**config.mk**
```make
export PLATFORM = sky130hd
export DESIGN_NAME = mult_error_sweep_ctrl
export DESIGN_NICKNAME = d
export VERILOG_FILES = /design/src/rtl/mult_error_sweep_ctrl.sv
export SDC_FILE = /design/constraint.sdc
export NUM_CORES = 1
export LEC_CHECK = 0
export ABC_AREA = 0
export CORE_ASPECT_RATIO = 1.25
export CORE_MARGIN = 5
export CORE_UTILIZATION = 45
export CTS_BUF_LIST = sky130_fd_sc_hd__clkbuf_2
export CTS_CLUSTER_SIZE = 25
export DETAILED_ROUTE_END_ITERATION = 6
export HOLD_SLACK_MARGIN = 0.08
export PLACE_DENSITY = 0.76
export SYNTH_ARGS = -nofsm -noshare
export SYNTH_HDL_FRONTEND = slang
export SYNTH_SLANG_ARGS = --single-unit
```
**constraint.sdc**
```tcl
create_clock -name clk -period 5.5 [get_ports clk]
set_clock_uncertainty 0.05 [all_clocks]
set_input_delay 0.825 -clock clk [delete_from_list [all_inputs] [get_ports clk]]
set_output_delay 0.825 -clock clk [all_outputs]
set_load 0.01 [all_outputs]
```
**src/rtl/mult_error_sweep_ctrl.sv**
```systemverilog
// mult_error_sweep_ctrl
//   Drives an exhaustive A/B operand sweep into an external exact multiplier
//   and an external approximate multiplier, then accumulates error statistics
//   from their fed-back products. The statistics are read once o_done is high.
//
//   Optional feature macro: SWEEP_MAXERR_EN. When it is defined, the block
//   tracks the maximum error distance and the first pair that reached it.
//   When it is undefined, o_max_err, o_max_a and o_max_b are tied to 0.
//
// Ports
//   clk, rst_n            clock (rising edge), asynchronous active-low reset
//   i_start               begin a sweep (sampled in IDLE or DONE)
//   i_abort               cancel a sweep (sampled in RUN or DRAIN)
//   o_a, o_b              registered operands to both multipliers
//   i_s_exact, i_s_approx products from the two multipliers for o_a/o_b
//   o_busy, o_done        RUN/DRAIN indicator, DONE level
//   o_err_count           number of pairs with differing products
//   o_err_sum             saturating sum of error distances
//   o_max_err, o_max_a, o_max_b  maximum error distance and its first pair
module mult_error_sweep_ctrl #(
  parameter int WIDTH = 8,
  parameter int ACC_W = 32
) (
  input  logic               clk,
  input  logic               rst_n,
  input  logic               i_start,
  input  logic               i_abort,
  output logic [WIDTH-1:0]   o_a,
  output logic [WIDTH-1:0]   o_b,
  input  logic [2*WIDTH-1:0] i_s_exact,
  input  logic [2*WIDTH-1:0] i_s_approx,
  output logic               o_busy,
  output logic               o_done,
  output logic [2*WIDTH:0]   o_err_count,
  output logic [ACC_W-1:0]   o_err_sum,
  output logic [2*WIDTH-1:0] o_max_err,
  output logic [WIDTH-1:0]   o_max_a,
  output logic [WIDTH-1:0]   o_max_b
);

  localparam int PW = 2*WIDTH;
  // Sum is formed one bit wider than the wider of the accumulator and the
  // error distance, so an overflow is always visible before saturating.
  localparam int SW = ((ACC_W > PW) ? ACC_W : PW) + 1;

  typedef enum logic [1:0] {S_IDLE, S_RUN, S_DRAIN, S_DONE} state_t;

  state_t           r_state;
  logic [WIDTH-1:0] r_a, r_b;
  logic             r_busy, r_done;
  logic             r_cap_vld;
  logic [PW-1:0]    r_cap_exact, r_cap_approx;
  logic [PW:0]      r_err_count;
  logic [ACC_W-1:0] r_err_sum;

  logic [PW-1:0]    w_ed;
  logic [SW-1:0]    w_sum_ext;
  logic [ACC_W-1:0] w_sum_sat;
  logic             w_last;

  always_comb begin
    w_ed = '0;
    if (r_cap_exact >= r_cap_approx) w_ed = r_cap_exact - r_cap_approx;
    else                             w_ed = r_cap_approx - r_cap_exact;
  end

  assign w_sum_ext = SW'(r_err_sum) + SW'(w_ed);
  assign w_sum_sat = (w_sum_ext > SW'({ACC_W{1'b1}})) ? {ACC_W{1'b1}}
                                                       : w_sum_ext[ACC_W-1:0];
  assign w_last    = (&r_a) & (&r_b);

`ifdef SWEEP_MAXERR_EN
  logic [WIDTH-1:0] r_cap_a, r_cap_b;
  logic [PW-1:0]    r_max_err;
  logic [WIDTH-1:0] r_max_a, r_max_b;
`endif

  always_ff @(posedge clk or negedge rst_n) begin
    if (!rst_n) begin
      r_state      <= S_IDLE;
      r_a          <= '0;
      r_b          <= '0;
      r_busy       <= 1'b0;
      r_done       <= 1'b0;
      r_cap_vld    <= 1'b0;
      r_cap_exact  <= '0;
      r_cap_approx <= '0;
      r_err_count  <= '0;
      r_err_sum    <= '0;
`ifdef SWEEP_MAXERR_EN
      r_cap_a      <= '0;
      r_cap_b      <= '0;
      r_max_err    <= '0;
      r_max_a      <= '0;
      r_max_b      <= '0;
`endif
    end else begin
      // Accumulate whatever the capture stage held, in any state; an abort
      // only drops the pair being captured on the abort edge.
      if (r_cap_vld) begin
        if (w_ed != '0) r_err_count <= r_err_count + (PW+1)'(1);
        r_err_sum <= w_sum_sat;
`ifdef SWEEP_MAXERR_EN
        // Strictly greater keeps the first pair in sweep order.
        if (w_ed > r_max_err) begin
          r_max_err <= w_ed;
          r_max_a   <= r_cap_a;
          r_max_b   <= r_cap_b;
        end
`endif
      end
      r_cap_vld <= 1'b0;

      case (r_state)
        S_IDLE, S_DONE: begin
          if (i_start) begin
            r_state      <= S_RUN;
            r_busy       <= 1'b1;
            r_done       <= 1'b0;
            r_a          <= '0;
            r_b          <= '0;
            r_cap_exact  <= '0;
            r_cap_approx <= '0;
            r_err_count  <= '0;
            r_err_sum    <= '0;
`ifdef SWEEP_MAXERR_EN
            r_cap_a      <= '0;
            r_cap_b      <= '0;
            r_max_err    <= '0;
            r_max_a      <= '0;
            r_max_b      <= '0;
`endif
          end
        end
        S_RUN: begin
          if (i_abort) begin
            r_state <= S_IDLE;
            r_busy  <= 1'b0;
          end else begin
            r_cap_vld    <= 1'b1;
            r_cap_exact  <= i_s_exact;
            r_cap_approx <= i_s_approx;
`ifdef SWEEP_MAXERR_EN
            r_cap_a      <= r_a;
            r_cap_b      <= r_b;
`endif
            // The last pair stays on A/B through DRAIN and DONE.
            if (w_last) r_state <= S_DRAIN;
            else        {r_b, r_a} <= {r_b, r_a} + PW'(1);
          end
        end
        S_DRAIN: begin
          r_busy <= 1'b0;
          if (i_abort) r_state <= S_IDLE;
          else begin
            r_state <= S_DONE;
            r_done  <= 1'b1;
          end
        end
        default: begin
          r_state <= S_IDLE;
          r_busy  <= 1'b0;
          r_done  <= 1'b0;
        end
      endcase
    end
  end

  assign o_a         = r_a;
  assign o_b         = r_b;
  assign o_busy      = r_busy;
  assign o_done      = r_done;
  assign o_err_count = r_err_count;
  assign o_err_sum   = r_err_sum;

`ifdef SWEEP_MAXERR_EN
  assign o_max_err = r_max_err;
  assign o_max_a   = r_max_a;
  assign o_max_b   = r_max_b;
`else
  assign o_max_err = '0;
  assign o_max_a   = '0;
  assign o_max_b   = '0;
`endif

endmodule

```
; Word-level counts from Yosys, hierarchy flattened
; Cells that the tools add are included.
[totals]
ff_bits = 102
in_bits = 36
elab_cells = 73
[op_classes]
n_addsub = 5
order_cmp = 2
eq_ne = 9
muxes = 34
bitwise_logic = 1
n_reduce_logical = 12
[op_table]
columns = op, n
row1 = 2-to-1 mux 32 bit, 4
row2 = 2-to-1 mux 17 bit, 4
row3 = 2-to-1 mux 16 bit, 4
row4 = one-hot mux 16 bit (2 select lines), 2
row5 = 2-to-1 mux 8 bit, 5
row6 = adder 32 x 16 -> 33 bit, 1
row7 = > comparator 33 x 32 -> 1 bit (second input constant), 1
row8 = one-hot mux 8 bit (2 select lines), 2
row9 = subtractor 16 bit, 2
row10 = adder 17 x 1 -> 17 bit (second input constant), 1
row11 = adder 16 x 1 -> 16 bit (second input constant), 1
row12 = greater-or-equal comparator 16 bit, 1
row13 = AND reduction 8 bit, 2
row14 = nonzero test 16 bit, 1
row15 = inequality test 2 bit (second input constant), 5
row16 = 2-to-1 mux 2 bit, 4
row17 = 2-to-1 mux 1 bit, 6
row18 = one-hot mux 2 bit (3 select lines), 1
row19 = AND reduction 3 bit, 2
row20 = equality test 2 bit (second input constant), 2
row21 = AND reduction 2 bit, 2
row22 = AND reduction 4 bit, 1
row23 = nonzero test 2 bit, 2
row24 = inequality test 3 bit (second input constant), 1
row25 = other kinds (6), 6

; Depth between registers and ports, before layout
[logic_depth]
ltp_word = 8
ltp_mapped = 22
mapped_depth_nobuf = 21

; Worst setup path before layout
; OpenSTA, ideal clock, no wires.
[synth_timing]
path_kind = reg-to-reg
start = reg r_cap_exact[0]
end = reg r_err_sum[17] (netlist: o_err_sum[17])
setup_ns = 0.120
arrival_time_ns = 4.520
slack_ns = 0.810
stages_incl_launch_ff = 23
n_path_buf = 2
synth_period_minus_slack_ns = 4.690
cell_sequence = dfrtp_1 > inv_1 > ha_1 > inv_1 > fa_1 > nand3_1 > nand3_1 > a22o_1 > buf_4 > nor2_2 > mux2_2 > fa_1 > a21o_1 > a21oi_1 > o21a_1 > o31a_1 > a21oi_1 > a211o_1 > nand3_1 > clkbuf_1 > nand2_1 > a21oi_1 > nor2_1
[synth_via]
elab_chain_cells = 8
[synth_lines]
columns = item, line_no
row1 = from (decl), 52  ; logic [PW-1:0] r_cap_exact, r_cap_approx;
row2 = from (signal assigned), 141  ; r_cap_exact <= i_s_exact;
row3 = subtractor 16 bit (tied with other cells), 64  ; else w_ed = r_cap_approx - r_cap_exact;
row4 = 2-to-1 mux 16 bit (*), 63  ; if (r_cap_exact >= r_cap_approx) w_ed = r_cap_exact - r_cap_approx;
row5 = adder 32 x 16 -> 33 bit (*), 67  ; assign w_sum_ext = SW'(r_err_sum) + SW'(w_ed);
row6 = > comparator 33 x 32 -> 1 bit, 68  ; assign w_sum_sat = (w_sum_ext > SW'({ACC_W{1'b1}})) ? {ACC_W{1'b1}}
row7 = 2-to-1 mux 32 bit (*), 68
row8 = 2-to-1 mux 32 bit (*), 100  ; if (r_cap_vld) begin
row9 = 2-to-1 mux 32 bit, 116  ; if (i_start) begin
row10 = 2-to-1 mux 32 bit (*), 114  ; case (r_state)
row11 = to (signal assigned), 102  ; r_err_sum <= w_sum_sat;
row12 = to (decl), 54  ; logic [ACC_W-1:0] r_err_sum;
; Every way passes the cells marked *; elsewhere a longest branch is shown, timed or not.
; A chain may end at the register's enable or synchronous reset.

; Final worst setup path
[layout_timing]
start = reg r_cap_exact[9]
end = reg r_err_sum[29] (netlist: o_err_sum[29])
; Same word-level chain as after synthesis.

==> qor.yml <==
outcome:
  status: "complete, no violations"
synth:
  synth_cell_type_count: 69
  synth_compound_area_share_pct: 22.55
  synth_mux_area_share_pct: 1.097
  netlist_area_mm2: 0.007412
  syn_area_per_cell_um2: 8.263
  synthAdderAreaFrac_pct: 9.588
  synthSimpleGateAreaFrac_pct: 20.49
  ys.flop_type: "dfrtp_1"
  synth_warnings: 0
  yosys-top-cells-area: "dfrtp_1 34%, ha_1 8.8%, nand2_1 5.8%"
  yosysTopAreaCell: "dfrtp_1"
  synth-seq-cells: 102
  seq_area_frac_synth_pct: 34.44
  synth_top_family_by_area: "compound AO/OA/AOI/OAI gates"
  synth-xor-area-share_pct: 3.427
  synthArstFlopShare_pct: 100.0
  yosysTopAreaCellShare_pct: 34.44
  synth_edf_count: 0
  netlist_instances: 897
timing:
  setup_violations: 0
  worst-slew-pin-transition_ns: 0.7412
  slew_headroom_pct: 50.59
  fin_ws_ns: 0.3505
  fin_crit_ns: 5.150
  max_freq_ghz: 0.1942
  report.final.slew_viol_count: 0
  finalSetupTns_ns: 0
  whs_ns: 0.1600
  rsz0062_at_grt: "false"
  hold_violations: 0
  fin_crit_sh_pct: 93.63
setup_path:
  critPathBufInv: 1
  cpMostUsedCell: "a21oi_1"
  startpoint_type: "register"
  cp_max_fo: 10
  slowest_delay_ns: 0.49
  cpLargestDelayFamily: "compound AO/OA/AOI/OAI gates"
  path_cells: "inv_1 -> ha_1 -> nand4_1 -> nor4_2 -> a22o_1 -> nor2_4 -> mux2_2 -> fa_1 -> a21o_1 -> a21oi_1 -> o21a_1 -> o31a_1 -> a21oi_1 -> a211o_1 -> and3_1 -> nor2_1 -> a311oi_1"
  required_ns: 5.97
  crit_path_end_kind: "register"
  worstSetupPathType: "reg -> reg"
  cp_slowest_cell: "ha_1"
  arrival_ns: 5.62
place:
  dpl_cell_area_mm2: 0.008472
  place_inst: 1187
  place_ws_ns: 0.3545
  numPortBuffers: 102
  gp_congestion: 0.9255
  hpwl_um: 13580
cells_and_area:
  seq_area_mm2: 0.002552
  layout_common_cells: "115 x nand2_1, 102 x dfrtp_1, 101 x clkdlybuf4s50_1"
  syn_to_final_growth_pct: 16.14
  nFillCells: 1525
  final_net_count: 1073
  drive_gt1_share_pct: 4.965
  mostFrequentLayoutCell: "nand2_1"
  stdcell_count: 1204
  multi_input_area_mm2: 0.004370
  fin_area_mm2: 0.008608
clock_tree:
  cts_tree: "built"
  clkSlewWorstSetupHoldPaths_ns: 0.29
  cts_buffers: 9
  cts_buffer_depth: 2
  post_cts_resized: 0
  cts_max_level: 3
  clock-sinks: 102
  cts_setup_buffers: 0
  clockRootBuffer: "clkbuf_2"
  postCtsHoldBufs: 0
  insertion_delay_ns: 0.64
route:
  drc: 0
  final_antenna_net_count: 0
  drtPass1Iterations: 5
  vias: 6623
  routed_wl_um: 17790
  viasPerCell: 5.501
  drtIter0Drc: 406
  wire_per_inst_um: 14.77
worst_hold_path:
  worstHoldPathType: "in -> async"
global_routing:
  grt_overflow: 0
  grt_pass1_vias: 6255
  grt_max_degree: 65
  antenna_found_initial: 1
  track_usage_pct: 18.41
  grt_pass1_wl_um: 29970
floorplanning:
  dieArea_mm2: 0.01915
  die_h_um: 153.5
  core_area_mm2: 0.01620
  top_level_ports: 135
  die_x_um: 124.8
  initial_core_util_pct: 45.75
  rows: 52
power:
  swShare_pct: 51.33
  internal_power_w: 0.002933
  power.combinational.fraction_pct: 75.8
  ir_drop_v: 0.0003684
  power.net_switching_w: 0.003093
  p_leak_nw: 3.716
  p_seq_share_pct: 17.9
  clkPwrFrac_pct: 6.2
  p_per_area_mw_per_mm2: 700.1
flow_run:
  max-cap-violations: 0
synth_stat cells, drive strengths merged, types with 10 or more instances:
| cell type | instances |
|---|---|
| a21oi | 81 |
| a31oi | 15 |
| nor2b | 11 |
| ha | 52 |
| a211oi | 14 |
| clkbuf | 22 |
| o31ai | 10 |
| inv | 50 |
| a21o | 14 |
| nand4 | 15 |
| or3 | 16 |
| nor2 | 59 |
| buf | 48 |
| xor2 | 16 |
| nor3 | 14 |
| nand3 | 21 |
| xnor2 | 13 |
| and3 | 15 |
| dfrtp | 102 |
| o21ai | 93 |
| nand2 | 116 |
final cells by class:
cell class	count	area share, %
clock inverters	6	0.8140
repair buffers	113	12.79
well taps	216	3.140
flip-flops and latches	102	29.65
multi-input cells	705	50.77
clock buffers	10	0.5814
inverters	51	2.224
diodes	1	0.02907
path summary, 6_finish.rpt:
check / start / to / slack (ns) / depth (start not counted)
min in group clk: r_cap_approx[15] / r_cap_approx[15] / 0.49 / 2
min reg2reg: r_cap_approx[15] / r_cap_approx[15] / 0.49 / 2
max reg2reg: r_cap_exact[9] / o_err_sum[29] / 0.35 / 17
max in group asynchronous: rst_n / r_state[1] / 4.15 / 2
max: r_cap_exact[9] / o_err_sum[29] / 0.35 / 17
min: rst_n / r_cap_exact[6] / 0.16 / 1
registers in the layout (all words and copies together), names as in the netlist:
name / count
o_done: 1
r_state: 2
r_cap_exact: 16
o_err_count: 17
r_cap_vld: 1
o_a: 8
r_cap_approx: 16
o_err_sum: 32
o_b: 8
o_busy: 1
per-stage QoR:
step	utilization, %	power [W]
floorplan	-	0.004557
global placement	52.29	0.005546
detailed placement	52.29	0.005579
CTS	53.04	0.005976
global route	53.14	0.006617
finish	53.14	0.006026
worst reg2reg max path: cells and delay by family (launching register included):
family / cells / cell delay [ns]
AO/OA/AOI/OAI: 8 / 1.96
adder cells (fa/ha/maj): 2 / 0.92
buffers and inverters: 1 / 0.05
flip-flops: 1 / 0.44
multiplexers: 1 / 0.34
AND/OR/NAND/NOR: 5 / 1.29
cells by family after synthesis:
family / after synthesis
XOR/XNOR: 29
buffers and inverters: 121
adder cells (fa/ha/maj): 55
AO/OA/AOI/OAI: 273
multiplexers: 8
AND/OR/NAND/NOR: 308
flip-flops: 102
other: 1
per-layer routing:
layer  vias up  share of wire [%]  GRT usage (%)
met3        38                4.5          3.123
met1      3127                 44          23.50
li1       3295                  -              -
met2       163                 49          31.62
met5         -                  0              0
met4         0                2.4          6.371
power groups by stage:
stage	Clock, W	Sequential (W)	Combinational (W)
6_report	0.000376	0.00108	0.00457
2_1_floorplan	0	0.00109	0.00347
3_3_place_gp	0	0.00109	0.00445
5_1_grt	0.000421	0.00111	0.00509
4_1_cts	0.000389	0.00108	0.00450
3_5_place_dp	0	0.00110	0.00448
Power figures use the tool's default switching activity.
